`src/rtl/ram_test_sequencer.sv`:
```
// -----------------------------------------------------------------------------
// ram_test_sequencer
//   Host-side stimulus/checker for the on-device RAM test skeleton. On an
//   accepted START it writes seed+address to every location, reads them all
//   back and compares the top BITWIDTH_CMP bits of each returned word against
//   the expected value. It reports pass/fail, a saturating error count and the
//   first failing address.
//
//   Ports
//     CLK_SYS, RSTN        clock (rising edge), async active-low reset
//     START, SEED          start strobe (IDLE only), pattern seed
//     DUT_EN, DUT_RnW      RAM enable, 1 = write / 0 = read
//     DUT_ADR, DUT_DIN     RAM address, write data
//     DUT_DOUT, DUT_RDY    RAM read data, ready (0 stalls the sweep)
//     BUSY, DONE, PASS     status: running, end-of-test pulse, result
//     ERR_CNT              saturating mismatch count
//     FIRST_ERR_ADR        address of the first mismatch (0 if none)
//
//   Optional feature: RAM_TEST_INVERT_PASS_EN adds a second write/read sweep
//   with the inverted pattern; errors from both sweeps accumulate.
//
//   state | meaning
//   IDLE  | waiting for START, outputs quiet
//   WRITE | writing the pattern, one address per ready cycle
//   READ  | issuing reads, pushing expected data into the compare pipeline
//   FLUSH | RD_LAT cycles letting the last reads come back and compare
//   FIN   | DONE pulse, PASS valid
// -----------------------------------------------------------------------------
module ram_test_sequencer #(
    parameter int BITWIDTH_SYS = 16,
    parameter int BITWIDTH_CMP = 12,
    parameter int BITWIDTH_ADR = 6,
    parameter int BITWIDTH_ERR = 16,
    parameter int RD_LAT       = 1
) (
    input  logic                    CLK_SYS,
    input  logic                    RSTN,
    input  logic                    START,
    input  logic [BITWIDTH_SYS-1:0] SEED,
    output logic                    DUT_EN,
    output logic                    DUT_RnW,
    output logic [BITWIDTH_ADR-1:0] DUT_ADR,
    output logic [BITWIDTH_SYS-1:0] DUT_DIN,
    input  logic [BITWIDTH_SYS-1:0] DUT_DOUT,
    input  logic                    DUT_RDY,
    output logic                    BUSY,
    output logic                    DONE,
    output logic                    PASS,
    output logic [BITWIDTH_ERR-1:0] ERR_CNT,
    output logic [BITWIDTH_ADR-1:0] FIRST_ERR_ADR
);

    typedef enum logic [2:0] {
        S_IDLE,
        S_WRITE,
        S_READ,
        S_FLUSH,
        S_FIN
    } state_t;

    state_t                  state_q, state_d;
    logic [BITWIDTH_ADR-1:0] adr_q, adr_d;
    logic [BITWIDTH_SYS-1:0] seed_q, seed_d;
    logic [2:0]              flush_cnt_q, flush_cnt_d;
    logic [BITWIDTH_ERR-1:0] err_cnt_q, err_cnt_d;
    logic [BITWIDTH_ADR-1:0] first_err_q, first_err_d;
    logic                    pass_q, pass_d;
`ifdef RAM_TEST_INVERT_PASS_EN
    logic                    inv_q, inv_d;
`endif

    logic                    vld_q     [RD_LAT];
    logic [BITWIDTH_CMP-1:0] exp_pipe_q[RD_LAT];
    logic [BITWIDTH_ADR-1:0] adr_pipe_q[RD_LAT];

    logic [BITWIDTH_SYS-1:0] pat;
    logic                    last_adr;
    logic                    push;
    logic                    tail_mis;
    logic                    dout_unused;

    // Low bits of the read data are intentionally not compared.
    assign dout_unused = ^DUT_DOUT;

    always_comb begin
        pat = seed_q + BITWIDTH_SYS'(adr_q);
`ifdef RAM_TEST_INVERT_PASS_EN
        if (inv_q) begin
            pat = ~pat;
        end
`endif
    end

    assign last_adr = (adr_q == {BITWIDTH_ADR{1'b1}});
    assign push     = (state_q == S_READ) && DUT_RDY;
    assign tail_mis = vld_q[RD_LAT-1] &&
                      (DUT_DOUT[BITWIDTH_SYS-1 -: BITWIDTH_CMP] != exp_pipe_q[RD_LAT-1]);

    always_comb begin
        state_d     = state_q;
        adr_d       = adr_q;
        seed_d      = seed_q;
        flush_cnt_d = flush_cnt_q;
        err_cnt_d   = err_cnt_q;
        first_err_d = first_err_q;
        pass_d      = pass_q;
`ifdef RAM_TEST_INVERT_PASS_EN
        inv_d       = inv_q;
`endif

        // Compare runs in every state so in-flight reads drain through stalls and FLUSH.
        if (tail_mis) begin
            if (err_cnt_q != {BITWIDTH_ERR{1'b1}}) begin
                err_cnt_d = err_cnt_q + 1'b1;
            end
            if (err_cnt_q == '0) begin
                first_err_d = adr_pipe_q[RD_LAT-1];
            end
        end

        case (state_q)
            S_IDLE: begin
                if (START) begin
                    seed_d      = SEED;
                    adr_d       = '0;
                    err_cnt_d   = '0;
                    first_err_d = '0;
                    pass_d      = 1'b0;
`ifdef RAM_TEST_INVERT_PASS_EN
                    inv_d       = 1'b0;
`endif
                    state_d     = S_WRITE;
                end
            end
            S_WRITE: begin
                if (DUT_RDY) begin
                    adr_d = adr_q + 1'b1;
                    if (last_adr) begin
                        state_d = S_READ;
                    end
                end
            end
            S_READ: begin
                if (DUT_RDY) begin
                    adr_d = adr_q + 1'b1;
                    if (last_adr) begin
                        flush_cnt_d = 3'(RD_LAT - 1);
                        state_d     = S_FLUSH;
`ifdef RAM_TEST_INVERT_PASS_EN
                        if (!inv_q) begin
                            inv_d   = 1'b1;
                            state_d = S_WRITE;
                        end
`endif
                    end
                end
            end
            S_FLUSH: begin
                if (flush_cnt_q == '0) begin
                    state_d = S_FIN;
                end else begin
                    flush_cnt_d = flush_cnt_q - 1'b1;
                end
            end
            S_FIN: begin
                pass_d  = (err_cnt_q == '0);
                state_d = S_IDLE;
            end
            default: state_d = S_IDLE;
        endcase
    end

    always_ff @(posedge CLK_SYS or negedge RSTN) begin
        if (!RSTN) begin
            state_q     <= S_IDLE;
            adr_q       <= '0;
            seed_q      <= '0;
            flush_cnt_q <= '0;
            err_cnt_q   <= '0;
            first_err_q <= '0;
            pass_q      <= 1'b0;
`ifdef RAM_TEST_INVERT_PASS_EN
            inv_q       <= 1'b0;
`endif
        end else begin
            state_q     <= state_d;
            adr_q       <= adr_d;
            seed_q      <= seed_d;
            flush_cnt_q <= flush_cnt_d;
            err_cnt_q   <= err_cnt_d;
            first_err_q <= first_err_d;
            pass_q      <= pass_d;
`ifdef RAM_TEST_INVERT_PASS_EN
            inv_q       <= inv_d;
`endif
        end
    end

    // Expected-data pipeline: stage RD_LAT-1 lines up with DUT_DOUT.
    always_ff @(posedge CLK_SYS or negedge RSTN) begin
        if (!RSTN) begin
            for (int i = 0; i < RD_LAT; i++) begin
                vld_q[i]      <= 1'b0;
                exp_pipe_q[i] <= '0;
                adr_pipe_q[i] <= '0;
            end
        end else begin
            vld_q[0]      <= push;
            exp_pipe_q[0] <= pat[BITWIDTH_SYS-1 -: BITWIDTH_CMP];
            adr_pipe_q[0] <= adr_q;
            for (int i = 1; i < RD_LAT; i++) begin
                vld_q[i]      <= vld_q[i-1];
                exp_pipe_q[i] <= exp_pipe_q[i-1];
                adr_pipe_q[i] <= adr_pipe_q[i-1];
            end
        end
    end

    assign DUT_EN        = ((state_q == S_WRITE) || (state_q == S_READ)) && DUT_RDY;
    assign DUT_RnW       = (state_q == S_WRITE);
    assign DUT_ADR       = adr_q;
    assign DUT_DIN       = (state_q == S_WRITE) ? pat : '0;
    assign BUSY          = (state_q == S_WRITE) || (state_q == S_READ) || (state_q == S_FLUSH);
    assign DONE          = (state_q == S_FIN);
    assign PASS          = (state_q == S_FIN) ? (err_cnt_q == '0) : pass_q;
    assign ERR_CNT       = err_cnt_q;
    assign FIRST_ERR_ADR = first_err_q;

endmodule
```
`config.mk`:
```
export PLATFORM = sky130hd
export DESIGN_NAME = ram_test_sequencer
export DESIGN_NICKNAME = d
export VERILOG_FILES = /design/src/rtl/ram_test_sequencer.sv
export SDC_FILE = /design/constraint.sdc
export NUM_CORES = 1
export LEC_CHECK = 0
export ABC_AREA = 1
export CAP_MARGIN = 10
export CORE_UTILIZATION = 56
export CTS_CLUSTER_DIAMETER = 80
export DETAILED_ROUTE_END_ITERATION = 16
export PLACE_DENSITY = 0.86
export SYNTH_ARGS = -nofsm -noshare
export SYNTH_HDL_FRONTEND = slang
export SYNTH_SLANG_ARGS = --single-unit
```
`constraint.sdc`:
```
create_clock -name CLK_SYS -period 3.42 [get_ports CLK_SYS]
set_input_delay 0.513 -clock CLK_SYS [delete_from_list [all_inputs] [get_ports CLK_SYS]]
set_output_delay 0.513 -clock CLK_SYS [all_outputs]
set_load 0.005 [all_outputs]
```
; Word level (Yosys, flattened, before mapping)
; Index checks and enable logic that the tools add are counted.
[totals]
regBits = 70
inputBits = 36
elab_cells = 72
[classes]
add_sub_neg = 4
n_eq_ne = 15
n_mux = 26
n_reduce_logical = 17
[op_table]
columns = op, count
row1 = two-way mux 16 bit, 5
row2 = two-way mux 6 bit, 6
row3 = two-way mux 3 bit, 9
row4 = "adder 16 x 1 -> 16 bit, second input constant", 1
row5 = adder 16 x 6 -> 16 bit, 1
row6 = logical NOT 16 bit, 1
row7 = "!= test 16 bit, second input constant", 1
row8 = != test 12 bit, 1
row9 = case mux 3 bit (4 select lines), 1
row10 = case mux 6 bit (2 select lines), 1
row11 = "!= test 2 bit, second input constant", 5
row12 = "adder 6 x 1 -> 6 bit, second input constant", 1
row13 = "equality test 3 x 2 -> 1 bit, second input constant", 2
row14 = "equality test 6 bit, second input constant", 1
row15 = logical NOT 3 bit, 2
row16 = "!= test 2 x 1 -> 1 bit, second input constant", 3
row17 = case mux 3 bit (2 select lines), 1
row18 = AND reduction 6 bit, 1
row19 = nonzero test 2 bit, 3
row20 = AND reduction 2 bit, 2
row21 = AND reduction 4 bit, 1
row22 = "equality test 3 x 1 -> 1 bit, second input constant", 1
row23 = "equality test 3 bit, second input constant", 1
row24 = logical AND 1 bit, 3
row25 = 6 further kinds, 8

; Logic depth before layout (Yosys ltp)
; Gate-level depths: netlist of run 1.
[logic_depth]
ltp_word = 5
depth_mapped = 11

; Worst setup path after synthesis of run 1
; OpenSTA, ideal clock, no wires.
[synth_path]
kind = register -> output
from = reg adr_q[0], in the netlist DUT_ADR[0]
to = out DUT_DIN[8]
arrival_time_ns = 1.764
required_time_ns = 2.907
setup_slack_ns = 1.143
path_stages_with_launch = 11
n_path_buf = 0
path_cell_list = dfrtp_1 > ha_1 > inv_1 > fa_1 > inv_1 > nand3_1 > nand2_1 > a21boi_4 > nor2_1 > xor2_1 > and2_1
[synth_between]
elab_chain_cells = 2
[synth_lines]
columns = item, line_no
row1 = "start, declared", 62  ; logic [BITWIDTH_ADR-1:0] adr_q, adr_d;
row2 = "start signal, assigned", 187  ; adr_q <= adr_d;
row3 = adder 16 x 6 -> 16 bit, 86  ; pat = seed_q + BITWIDTH_SYS'(adr_q);
row4 = via pat[8], 76  ; logic [BITWIDTH_SYS-1:0] pat;
row5 = two-way mux 16 bit, 222  ; assign DUT_DIN = (state_q == S_WRITE) ? pat : '0;
row6 = "end, declared", 43  ; output logic [BITWIDTH_SYS-1:0] DUT_DIN,
; The timed path passes the listed nets, and every way through them passes these cells.

; Worst setup path after layout of run 1
; Ends and elaborated chain as after synthesis.

==> qor.csv, run 1 <==
metric;value;unit
Core ar.;6982;um2
final instance area;5210;um2
Mapped Avg Cell Area;7.741;um2
Final GP Congestion;0.9277;
antenna cell count;0;
Hold-fix buffers, CTS;0;
Slew Viols, Final;0;
RSZ-0062 raised after global routing;false;
worst endpoint required time;2.91;ns
Port Buffers;80;
total grt overflow;0;
initial antenna violation count;0;
Cell Pwr Density;717.3;nW/um2
final setup TNS;0;ns
Synth Net Count;583;
Worst-Skew Late Latency;0.36;ns
Post-Syn Area;4141;um2
WL/cell;13.78;um
Post-DP Area;4985;um2
f_max;303.9;MHz
final WL;9.922;mm
Max VDD drop;0.4543;mV
Die ar.;7743;um2
post-synthesis sequential area ratio;0.4230;
Syn Inst Count;535;
CP Capture Type;output port;
layout cells sized above 1;0.1154;
vias per cell;5.211;
commonest non-fill, non-tap cells in the layout;149 x nand2_1, 79 x clkdlybuf4s50_1, 69 x dfrtp_1, 66 x inv_1, 55 x nor2_1;
Yosys warnings;0;
Tightest Pin Transition;0.5806;ns
P_leak;2.583;nW
top cell type's share of synthesized area;0.4230;
max-cap viol count;0;
min Tclk post-route;3.290;ns
Iter 0 DRT Violations;195;
status;finished clean;
Initial Utilization;0.5932;
TritonCTS Buffers;9;
CTS root buf;clkbuf_8;
total power;3.737;mW
Slew headroom;0.6129;
vias post-DR;3752;
share of the clock period used by the worst path;0.9621;
worst hold path class;in2async;
CTS tree;yes;
Post-DP HPWL;7.353;mm
skew final;0.01276;ns
Setup CP Type;reg2out;
largest net degree at the start of global routing;32;
worst-path fanout max;6;
post-route antenna net violation count;0;
Max clock buf depth;2;
Ports;85;
height of the chip;88.00;um
top cells by area, synth;dfrtp_1 42%, nand2_1 14%, inv_1 6.0%;
# DRC;0;
Total Nets Final;667;
Setup crit start kind;flop;
vias in the first global route;3743;
number of library cell types mapped by synthesis;43;
H-tree levels;3;
clock-pin transition on the worst setup and hold timing paths;0.08;ns
cell accounting for the most synthesized area;dfrtp_1;
final setup margin;0.1296;ns
synthesized flop and latch total;70;
pre-CTS setup slack;0.4391;ns
post-synthesis async set-or-reset flop share;1.000;
drt pass-1 iters;7;
Die X;88.00;um
Setup-failing EPs final;0;
arrival time at the worst endpoint;2.78;ns
Layout area overhead;25.80;%
final hold vios;0;
Std-Cell Rows;30;
CTS sink cnt;70;
Post-synth top flop;dfrtp_1;
most common cell after layout, fill and taps aside;nand2_1;
number of synthesized flops with an enable pin;0;
All-Layer GR Usage;0.2871;
final core occ;0.7462;
global-route wire length before repair;16.79;mm
-- critical path, cell delays in order, from the launching register on --
cell             delay [ns]
dfrtp_2                0.41
ha_1                   0.19
inv_1                  0.07
fa_1                   0.37
inv_1                  0.10
nand3_1                0.09
nand2_2                0.12
a21boi_4               0.09
nor2_1                 0.12
xor2_1                 0.20
and2_1                 0.17
clkdlybuf4s50_1        0.50
-- synthesized netlist by cell type, types with 7 or more instances --
| library cell | number |
|---|---|
| ha_1 | 11 |
| xor2_1 | 7 |
| inv_2 | 8 |
| dfrtp_1 | 70 |
| nand4_1 | 10 |
| o21ai_0 | 16 |
| nand3_1 | 34 |
| nor2_1 | 55 |
| nand2_1 | 150 |
| xnor2_1 | 11 |
| nand2_2 | 11 |
| a21oi_1 | 20 |
| inv_1 | 66 |
-- final timing paths --
path,from,end,slack [ns],cells after the start
setup / recovery,DUT_ADR[0],DUT_DIN[8],0.13,11
hold / removal,RSTN,ERR_CNT[3],0.14,1
setup reg to reg,DUT_ADR[0],exp_pipe_q[8],1.56,11
hold reg to reg,DUT_ADR[0],adr_pipe_q[0],0.45,0
max in group asynchronous,RSTN,seed_q[4],2.54,2
min in group CLK_SYS,DUT_ADR[0],adr_pipe_q[0],0.45,0
-- sequential cells by signal (all words and copies together), names as in the netlist --
| signal | count |
|---|---|
| DUT_ADR | 6 |
| ERR_CNT | 16 |
| FIRST_ERR_ADR | 6 |
| adr_pipe_q | 6 |
| exp_pipe_q | 12 |
| flush_cnt_q | 3 |
| pass_q | 1 |
| seed_q | 16 |
| state_q | 3 |
| vld_q | 1 |
-- metrics by stage --
stage               hold WS, ns  std cells
floorplan                0.2174        535
global placement         0.4678        702
detailed placement       0.4678        702
CTS                      0.1549        718
global route             0.1866        720
finish                   0.1435        720
-- power breakdown --
group	internal (mW)	switching (mW)	leakage (nW)
Clock	0.361	0.334	0.103
Sequential	1.12	0.274	0.907
Combinational	0.735	0.912	1.57
Total	2.22	1.52	2.58
-- layer usage --
layer  vias to the layer above  part of all wire  track usage
li1                       1846                 -            -
met1                      1740              0.41       0.3491
met2                       140              0.50       0.4912
met3                        26             0.069      0.06975
met4                         0             0.021       0.1148
met5                         -                 0            0
-- cells by family (layout without fill, tap and decap cells) --
group	count (synthesis)	after routing	synth area share
buffers and inverters	86	175	0.08942
and+or+nand+nor	298	298	0.3360
adders and majority gates	12	12	0.03807
DFF	70	70	0.4230
AOI/OAI and AO/OA	50	50	0.07160
xor gates and xnor gates	19	19	0.04199
-- timing repair --
action	in CTS	in global routing
resized for setup	0	2
hold endpoints to repair	0	0
setup buffers	0	2
endpoints found under the setup margin	0	4
-- layout make-up --
cell class | count | area (um2)
inverter | 75 | 282.8
tap | 96 | 120.1
clock buffer | 10 | 137.6
multi-input combinational | 379 | 2022
sequential | 70 | 1753
fill | 520 | 1772
timing repair buffer | 84 | 825.8
clock inverter | 6 | 68.82
(Power assumes the default switching activity.)
==> run 2, diff against run 1 <==
--- a/config.mk
+++ b/config.mk
@@ -11,6 +11,7 @@
 export CTS_CLUSTER_DIAMETER = 80
 export DETAILED_ROUTE_END_ITERATION = 16
 export PLACE_DENSITY = 0.86
+export SKIP_LAST_GASP = 1
 export SYNTH_ARGS = -nofsm -noshare
 export SYNTH_HDL_FRONTEND = slang
 export SYNTH_SLANG_ARGS = --single-unit
==> results of run 2 <==
The final DEF is identical to that of run 1; final timing and power are the same.
==> run 3, diff against run 2 <==
--- a/config.mk
+++ b/config.mk
@@ -8,8 +8,8 @@
 export ABC_AREA = 1
 export CAP_MARGIN = 10
 export CORE_UTILIZATION = 56
-export CTS_CLUSTER_DIAMETER = 80
 export DETAILED_ROUTE_END_ITERATION = 16
+export MAX_ROUTING_LAYER = met4
 export PLACE_DENSITY = 0.86
 export SKIP_LAST_GASP = 1
 export SYNTH_ARGS = -nofsm -noshare
==> constraint.sdc (replaced) <==
create_clock -name CLK_SYS -period 3.42 [get_ports CLK_SYS]
set_input_delay 1.026 -clock CLK_SYS [delete_from_list [all_inputs] [get_ports CLK_SYS]]
set_output_delay 1.026 -clock CLK_SYS [all_outputs]
set_load 0.005 [all_outputs]
==> qor.csv, run 3 (synthesis results as in run 1) <==
metric;value;unit;change
met2 global-route usage;0.4609;;-0.03030
max-cap viol count;0;;unchanged
Post-DP HPWL;7.200;mm;-2.1%
min Tclk post-route;3.325;ns;+0.03415 ns
Total Nets Final;682;;+2.2%
P_leak;2.729;nW;+5.7%
vias per cell;5.192;;-0.36%
hold_ws;0.4855;ns;+0.3420 ns
Cell Pwr Density;691.3;nW/um2;-3.6%
commonest non-fill, non-tap cells in the layout;147 x nand2_1, 70 x dfrtp_1, 67 x clkdlybuf4s50_1, 65 x inv_1, 54 x nor2_1;;
Std-Cell Rows;30;;unchanged
most common cell after layout, fill and taps aside;nand2_1;;
skew final;0.006425;ns;-0.006337 ns
Hold-fix buffers, CTS;0;;unchanged
f_max;300.8;MHz;-1.0%
Critical-path top delay cell;dfrtp_1;;
final WL;10.09;mm;+1.7%
All-Layer GR Usage;0.2874;;about the same
Setup crit start kind;flop;;
vias post-DR;3806;;+1.4%
Die X;88.00;um;unchanged
layout cells sized above 1;0.1491;;+0.03375
Max VDD drop;0.4318;mV;-4.9%
drt pass-1 iters;5;;-2
CTS tree;yes;;
share of the clock period used by the worst path;0.9721;;+0.009984
final instance area;5334;um2;+2.4%
met1 usage;0.3625;;+0.01344
CP Capture Type;output port;;
# DRC;0;;unchanged
met3 usage in global routing;0.04053;;-0.02922
clock-pin transition on the worst setup and hold timing paths;0.07;ns;about the same
Final GP Congestion;0.8899;;-4.1%
Die ar.;7743;um2;unchanged
Tightest Pin Transition;0.6105;ns;+0.02987 ns
status;finished clean;;
initial antenna violation count;0;;unchanged
worst path cell trace;ha_1 > a21oi_1 > nand2_2 > a21boi_4 > nor2_4 > nand2_1 > nand2_1 > a21oi_1 > dlygate4sd2_1;;
final setup TNS;0;ns;unchanged
busiest grt layer;met2;;
Slew headroom;0.5930;;-0.01991
worst-path fanout max;5;;-1
global-route wire length before repair;16.52;mm;-1.6%
WL/cell;13.77;um;-0.11%
Worst-Skew Late Latency;0.35;ns;about the same
Max clock buf depth;2;;unchanged
antenna cell count;0;;unchanged
Layout area overhead;28.79;%;
Core ar.;6982;um2;unchanged
vias in the first global route;3666;;-2.1%
largest net degree at the start of global routing;46;;+44%
Setup-failing EPs final;0;;unchanged
fillers;489;;-6.0%
worst hold path class;reg2reg;;
Initial Utilization;0.5932;;unchanged
CTS sink cnt;70;;unchanged
post-route antenna net violation count;0;;unchanged
worst endpoint required time;2.39;ns;-0.52 ns
H-tree levels;3;;unchanged
Ports;85;;unchanged
total grt overflow;0;;unchanged
arrival time at the worst endpoint;2.30;ns;-0.48 ns
Slew Viols, Final;0;;unchanged
peak per-stage delay on the critical path;0.41;ns;-0.09 ns
CTS root buf;clkbuf_8;;
Post-DP Area;5057;um2;+1.5%
final hold vios;0;;unchanged
RSZ-0062 raised after global routing;true;;
Port Buffers;80;;unchanged
height of the chip;88.00;um;unchanged
Iter 0 DRT Violations;236;;+21%
Setup CP Type;reg2out;;
TritonCTS Buffers;9;;unchanged
## run 3: changes by cell type in the layout (fill, tap and decap cells not counted), sizes merged, moves of 2 or more
cell           previous run  this run
buf                       5        20
clkbuf                   10        12
clkdlybuf4s15             0         2
clkdlybuf4s50            79        67
dlygate4sd2               0         5
dlymetal6s2s              0         3
inv                      76        74
## run 3: cell type report
cell class	count	area (um2)	area share
multi-input combinational	379	2071	0.3882
timing repair buffer	99	945.9	0.1773
clock inverter	4	25.02	0.004692
inverter	75	282.8	0.05301
clock buffer	10	137.6	0.02580
tap	96	120.1	0.02252
sequential	70	1752	0.3284
## run 3: what timing repair did
action / in CTS / in global routing
pin swaps: 5 / 9
buffers inserted: 8 / 1
resized for setup: 15 / 16
endpoints found under the setup margin: 10 / 8
## run 3: routing by layer
layer  part of all wire  wire (um)
met1               0.43       4349
met2               0.49       4950
met3              0.055        557
met4              0.023        233
met5                  0          0
## run 3: report_power, final
| group | switching, mW | internal, mW | total [mW] |
|---|---|---|---|
| combinational | 0.956 | 0.784 | 1.74 |
| sequential | 0.257 | 1.12 | 1.38 |
| clock | 0.297 | 0.272 | 0.569 |
## run 3: critical path, delay by kind of cell, from the launching register on
kind | cells | cell delay, ns
flops | 1 | 0.41
fa+ha+maj | 1 | 0.36
buf+inv | 1 | 0.24
simple gates | 4 | 0.33
compound gates | 3 | 0.62
## run 3: final timing paths
check | startpoint | end | slack (ns) | cells after the start
worst max-delay path | DUT_ADR[3] | DUT_DIN[12] | 0.1 | 9
worst min-delay path | adr_pipe_q[4] | FIRST_ERR_ADR[4] | 0.49 | 2
worst max register to register | DUT_ADR[1] | exp_pipe_q[5] | 1.40 | 12
worst min register to register | adr_pipe_q[4] | FIRST_ERR_ADR[4] | 0.49 | 2
max in group asynchronous | RSTN | seed_q[4] | 2.08 | 2
min in group asynchronous | RSTN | ERR_CNT[3] | 0.68 | 1
## run 3: stage by stage
stage | util | setup slack [ns] | total power, mW | cells
global route | 0.7640 | -0.03056 | 3.968 | 733
finish | 0.7640 | 0.09547 | 3.687 | 733
floorplan | - | 0.6302 | 2.366 | 535
detailed placement | 0.7244 | 0.07063 | 3.041 | 710
global placement | 0.7244 | 0.1271 | 2.972 | 710
CTS | 0.7581 | -0.2075 | 3.660 | 732
